## src/rtl/gray_conv_arbiter_if.sv

```systemverilog
// Bus between the requesters/consumer and the shared binary-to-Gray
// converter.
//   req      : per-requester request level
//   b        : concatenated binary words, requester i at b[i*W +: W]
//   gnt      : one-hot grant pulse
//   g        : Gray result
//   g_id     : index of the requester whose word is in g
//   g_valid  : result register holds an unconsumed word
//   g_ready  : consumer accepts the result
//   conv_cnt : count of completed transfers, modulo 2^16
// The slave modport is the converter; master is the requester/consumer side.
interface gray_conv_arbiter_if #(
  parameter int N  = 4,
  parameter int W  = 4,
  parameter int IW = $clog2(N)
);
  logic [N-1:0]   req;
  logic [N*W-1:0] b;
  logic [N-1:0]   gnt;
  logic [W-1:0]   g;
  logic [IW-1:0]  g_id;
  logic           g_valid;
  logic           g_ready;
  logic [15:0]    conv_cnt;

  modport master (
    output req, b, g_ready,
    input  gnt, g, g_id, g_valid, conv_cnt
  );

  modport slave (
    input  req, b, g_ready,
    output gnt, g, g_id, g_valid, conv_cnt
  );
endinterface

```

## src/rtl/gray_conv_arbiter.sv

```systemverilog
// Round-robin arbitrated, registered binary-to-Gray converter shared by N
// requesters. The winning word is converted and held in a one-entry output
// register with a valid/ready handshake; the winner receives a one-cycle
// registered grant on the capturing edge.
// Ports:
//   clk : system clock, rising edge
//   rst : synchronous active-high reset
//   bus : gray_conv_arbiter_if.slave (req, b, g_ready in;
//         gnt, g, g_id, g_valid, conv_cnt out)
module gray_conv_arbiter #(
  parameter int N  = 4,
  parameter int W  = 4,
  parameter int IW = $clog2(N)
) (
  input  logic                  clk,
  input  logic                  rst,
  gray_conv_arbiter_if.slave    bus
);

  typedef enum logic {EMPTY, FULL} state_t;

  state_t         state_q, state_d;
  logic [IW-1:0]  ptr_q;
  logic [IW-1:0]  win;
  logic [IW-1:0]  hi_win, lo_win;
  logic           hi_hit, lo_hit;
  logic           any_req;
  logic [W-1:0]   b_win;
  logic           capture, transfer;

  logic [N-1:0]   gnt_p1;
  logic [W-1:0]   g_p1;
  logic [IW-1:0]  g_id_p1;
  logic [15:0]    cnt_p1;

  function automatic logic [W-1:0] to_gray(input logic [W-1:0] x);
    return x ^ (x >> 1);
  endfunction

  // Round-robin search: the lowest set request at or above the pointer wins;
  // if none, wrap around to the lowest set request overall.
  always_comb begin
    hi_hit = 1'b0;
    lo_hit = 1'b0;
    hi_win = '0;
    lo_win = '0;
    for (int i = 0; i < N; i++) begin
      if (bus.req[i] && (i >= int'(ptr_q)) && !hi_hit) begin
        hi_hit = 1'b1;
        hi_win = IW'(i);
      end
      if (bus.req[i] && !lo_hit) begin
        lo_hit = 1'b1;
        lo_win = IW'(i);
      end
    end
    any_req = lo_hit;
    win     = hi_hit ? hi_win : lo_win;
  end

  always_comb begin
    b_win = '0;
    for (int i = 0; i < N; i++) begin
      if (IW'(i) == win) b_win = bus.b[i*W +: W];
    end
  end

  // A capture is possible whenever the output slot is empty or is being
  // drained in this same cycle.
  assign capture  = any_req && ((state_q == EMPTY) || bus.g_ready);
  assign transfer = (state_q == FULL) && bus.g_ready;

  always_ff @(posedge clk) begin
    if (rst) state_q <= EMPTY;
    else     state_q <= state_d;
  end

  always_comb begin
    state_d = state_q;
    case (state_q)
      EMPTY:   if (any_req) state_d = FULL;
      FULL:    if (bus.g_ready && !any_req) state_d = EMPTY;
      default: state_d = EMPTY;
    endcase
  end

  // Output register stage
  always_ff @(posedge clk) begin
    if (rst) begin
      gnt_p1  <= '0;
      g_p1    <= '0;
      g_id_p1 <= '0;
      cnt_p1  <= '0;
      ptr_q   <= '0;
    end else begin
      gnt_p1 <= capture ? (N'(1) << win) : '0;
      if (capture) begin
        g_p1    <= to_gray(b_win);
        g_id_p1 <= win;
        ptr_q   <= (win == IW'(N - 1)) ? '0 : win + IW'(1);
      end
      if (transfer) cnt_p1 <= cnt_p1 + 16'd1;
    end
  end

  assign bus.gnt      = gnt_p1;
  assign bus.g        = g_p1;
  assign bus.g_id     = g_id_p1;
  assign bus.g_valid  = (state_q == FULL);
  assign bus.conv_cnt = cnt_p1;

endmodule

```

## src/flat_wrapper.sv

```systemverilog
// flat-port wrapper written by rule: the top's interface ports become plain ports
module gray_conv_arbiter_flat 
#(
  parameter int N  = 4,
  parameter int W  = 4,
  parameter int IW = $clog2(N)
)
  (clk, rst, bus_req, bus_b, bus_g_ready, bus_gnt, bus_g, bus_g_id, bus_g_valid, bus_conv_cnt);
  gray_conv_arbiter_if #(.N(N), .W(W), .IW(IW)) bus_i ();
  input  logic clk;
  input  logic rst;
  input wire logic [$bits(bus_i.req)-1:0] bus_req;
  input wire logic [$bits(bus_i.b)-1:0] bus_b;
  input wire logic [$bits(bus_i.g_ready)-1:0] bus_g_ready;
  output wire logic [$bits(bus_i.gnt)-1:0] bus_gnt;
  output wire logic [$bits(bus_i.g)-1:0] bus_g;
  output wire logic [$bits(bus_i.g_id)-1:0] bus_g_id;
  output wire logic [$bits(bus_i.g_valid)-1:0] bus_g_valid;
  output wire logic [$bits(bus_i.conv_cnt)-1:0] bus_conv_cnt;
  assign bus_i.req = bus_req;
  assign bus_i.b = bus_b;
  assign bus_i.g_ready = bus_g_ready;
  assign bus_gnt = bus_i.gnt;
  assign bus_g = bus_i.g;
  assign bus_g_id = bus_i.g_id;
  assign bus_g_valid = bus_i.g_valid;
  assign bus_conv_cnt = bus_i.conv_cnt;
  gray_conv_arbiter #(.N(N), .W(W), .IW(IW)) u_core (.clk(clk), .rst(rst), .bus(bus_i));
endmodule
```

## config.mk

```make
export PLATFORM = sky130hd
export DESIGN_NAME = gray_conv_arbiter_flat
export DESIGN_NICKNAME = d
export VERILOG_FILES = /design/src/rtl/gray_conv_arbiter_if.sv /design/src/rtl/gray_conv_arbiter.sv /design/src/flat_wrapper.sv
export SDC_FILE = /design/constraint.sdc
export NUM_CORES = 1
export LEC_CHECK = 0
export ABC_AREA = 1
export BUFFER_PORTS_ARGS = -buffer_cell sky130_fd_sc_hd__buf_4
export CAP_MARGIN = 20
export CORE_UTILIZATION = 50
export CTS_BUF_LIST = sky130_fd_sc_hd__clkbuf_8
export DETAILED_ROUTE_END_ITERATION = 6
export PLACE_DENSITY = 0.87
export SKIP_CTS_REPAIR_TIMING = 1
export SYNTH_ARGS = -nofsm -noshare
export SYNTH_HDL_FRONTEND = slang
export SYNTH_SLANG_ARGS = --single-unit
```

## constraint.sdc

```tcl
create_clock -name clk -period 5.8 [get_ports clk]
set_clock_uncertainty 0.15 [all_clocks]
set_input_delay 0.29 -clock clk [delete_from_list [all_inputs] [get_ports clk]]
set_output_delay 0.29 -clock clk [all_outputs]
set_load 0.005 [all_outputs]
```

==> run summary <==
Crit end category = flip-flop
ANT cells = 0
Syn Area/Cell = 6.306 um2
Ports = 50
Layout cells sized above 1 = 21.12%
Final setup vio count = 0
Critical path capture point = u_core.bus.g[1]$_SDFFE_PP0P_
WL final = 3534 um
Worst path max stage delay = 370 ps
Yosys top cell by area = dfxtp_1
Post-Syn Area = 1577 um2
Net Count, Synth = 278
Placed Area = 1979 um2
DP Wirelength = 2641 um
Via Count = 1648
Max-Cap Viols = 0
Share of the synthesized area in the top cell type = 36.83%
Cell area after layout = 2066 um2
Most common cell after layout, fill and taps aside = nand2_1
CTS root buf = clkbuf_8
Post-synth cell types = 20
Fmax = 0.4229 GHz
Tot Pwr = 0.0005107 W
Vias per cell = 4.749
Worst Hold Class = input pin to flip-flop
GPL Wtd Cong = 0.8395
Pleak = 1.024 nW
Cells after DPL = 339
Starting density of the core = 52.07%
Initial antenna violation count = 0
DR WL/cell = 10.18 um
Max VDD drop = 154.9 uV
Rel. slew slack = 66.23%
Worst-Margin Slew = 506.0 ps
Top cells by area, synth = dfxtp_1 37%, nand2_1 16%, inv_1 10%
Post-synth ARST share = 0%
Fin cells = 347
CTS tree = built
Initial DRC Count = 104
Row cnt = 20
GRT Overall Usage = 22.87%
Stages on the worst setup path = 16
Seq cells post-synth = 29
Commonest non-fill, non-tap cells in the layout = 66 x nand2_1, 49 x buf_4, 43 x inv_1
CP startpoint kind = flip-flop
RSZ-0062 raised after global routing = false
Crit path top cell by count = nand2_1
R2R Setup Slk = 3440 ps
Syn. warnings = 0
Worst Setup SP = u_core.ptr_q[1]$_SDFFE_PP0P_
Sequential cell area fraction in the yosys report = 36.83%
First drt pass iteration count = 4
Post-Synthesis Cells = 250
Post-synth EDFFs = 0
Final period utilization = 40.77%
Vias in the first global route = 1437
Crit path max-delay family = simple AND/OR/NAND/NOR gates
Worst-path fanout max = 7
H-tree depth = 2
RR Endpoint = u_core.bus.g[1]$_SDFFE_PP0P_
Chip height = 58.15 um
IO Port Bufs = 49
Final Max Tran Viols = 0
Synth Flop Type = dfxtp_1
Total grt overflow = 0
CP Buf/Inv Count = 4
Inserted Clock Buffers = 5
Fin. Hold Viols = 0
Fin Setup TNS = 0 ps
Chip width = 58.15 um
Status = complete, no violations
Hold Crit Depth = 2
P&R area growth vs syn = 31.03%
WP data arrival = 2400 ps
CTS Sinks = 29
Worst r2r src = u_core.ptr_q[1]$_SDFFE_PP0P_
ANT nets after route = 0
Clk buf depth = 2
Critical Path RT = 5840 ps
Hold slack = 108.4 ps
Clk_lat worst skew = 280 ps
Crit path kind = flip-flop to flip-flop
R2R cell count = 16
CP Cell Sequence = nand2_1, nand2_1, nand3_1, o21ai_1, inv_1, ha_1, inv_1, nand2_1, nand3_1, nand2_1, nand2_1, inv_1, nand2_1, nand3_1, nand2_1, inv_1
Slowest CP cell = o21ai_1
Largest net degree at the start of global routing = 19
Final min period = 2365 ps
DIE AREA = 3381 um2
# nets final = 330
Cell Pwr Density = 247.2 nW/um2
Core ar. = 3028 um2
Residual DRC = 0
First-pass GRT wire length = 5954 um
Worst-path clk slew = 70 ps
## worst min-delay path by stage
| stage | startpoint | endpoint | slack (ps) |
|---|---|---|---|
| 5_1_grt | rst | u_core.ptr_q[0]$_SDFFE_PP0P_ | 120 |
| 2_1_floorplan | u_core.bus.conv_cnt[12]$_SDFFE_PP0P_ | u_core.bus.conv_cnt[12]$_SDFFE_PP0P_ | 300 |
| 3_5_place_dp | u_core.bus.conv_cnt[12]$_SDFFE_PP0P_ | u_core.bus.conv_cnt[12]$_SDFFE_PP0P_ | 300 |
| 4_1_cts | rst | u_core.ptr_q[0]$_SDFFE_PP0P_ | 100 |
| 3_3_place_gp | u_core.bus.conv_cnt[12]$_SDFFE_PP0P_ | u_core.bus.conv_cnt[12]$_SDFFE_PP0P_ | 300 |
| 6_report | rst | u_core.bus.conv_cnt[15]$_SDFFE_PP0P_ | 110 |
## registers in the layout, summed over array words and instances (netlist names)
signal,count
u_core.bus.g,4
u_core.bus.g_valid,1
u_core.bus.gnt,4
u_core.ptr_q,2
u_core.bus.g_id,2
u_core.bus.conv_cnt,16
## report_power, final
group / switching, W / internal (W)
Combinational: 0.0000714 / 0.0000554
Clock: 0.0000802 / 0.0000825
Sequential: 0.00000814 / 0.000213
## cells by family after synthesis
kind of cell	count (synthesis)	synth area share (%)
adders and majority gates	5	3.968
DFF	29	36.83
AOI/OAI and AO/OA	34	11.11
buffers and inverters	47	11.51
and+or+nand+nor	135	36.59
## Yosys cell counts (2+ instances only)
master	count
a21oi_1	16
buf_2	4
dfxtp_1	29
ha_1	5
inv_1	43
nand2_1	66
nand2_2	2
nand3_1	19
nor2_1	39
nor3_1	2
nor3b_1	2
o21ai_0	14
o21ai_1	2
## worst register-to-register path, cell delays in order (launching register included)
cell	delay, ps
dfxtp_1	360
nand2_1	70
nand2_1	90
nand3_1	70
o21ai_1	370
inv_1	170
ha_1	280
inv_1	130
nand2_1	60
nand3_1	60
nand2_1	50
nand2_1	120
inv_1	60
nand2_1	50
nand3_1	60
nand2_1	80
inv_1	30
## per-stage QoR
stage,utilization [%],setup WS (ps)
after global placement,65.37,3482
after CTS,68.22,3436
after floorplan,-,3729
after detailed placement,65.37,3383
after global routing,68.22,3153
final,68.22,3435
## area by class of cell
type	instances	area [um2]
flip-flops and latches	29	580.6
clock inverters	3	17.52
multi-input cells	174	814.5
fillers	279	962.2
repair buffers	49	367.9
inverters	43	161.4
well taps	44	55.05
clock buffers	5	68.82
## layer usage
layer  vias up  routed length (um)  track usage [%]
li1        877                   -                -
met1       733                1638            29.14
met2        31                1702            35.80
met3         7                 143            7.143
met4         0                  49            9.524
met5         -                   0                0
No activity file was read; power rests on OpenSTA's default activity.
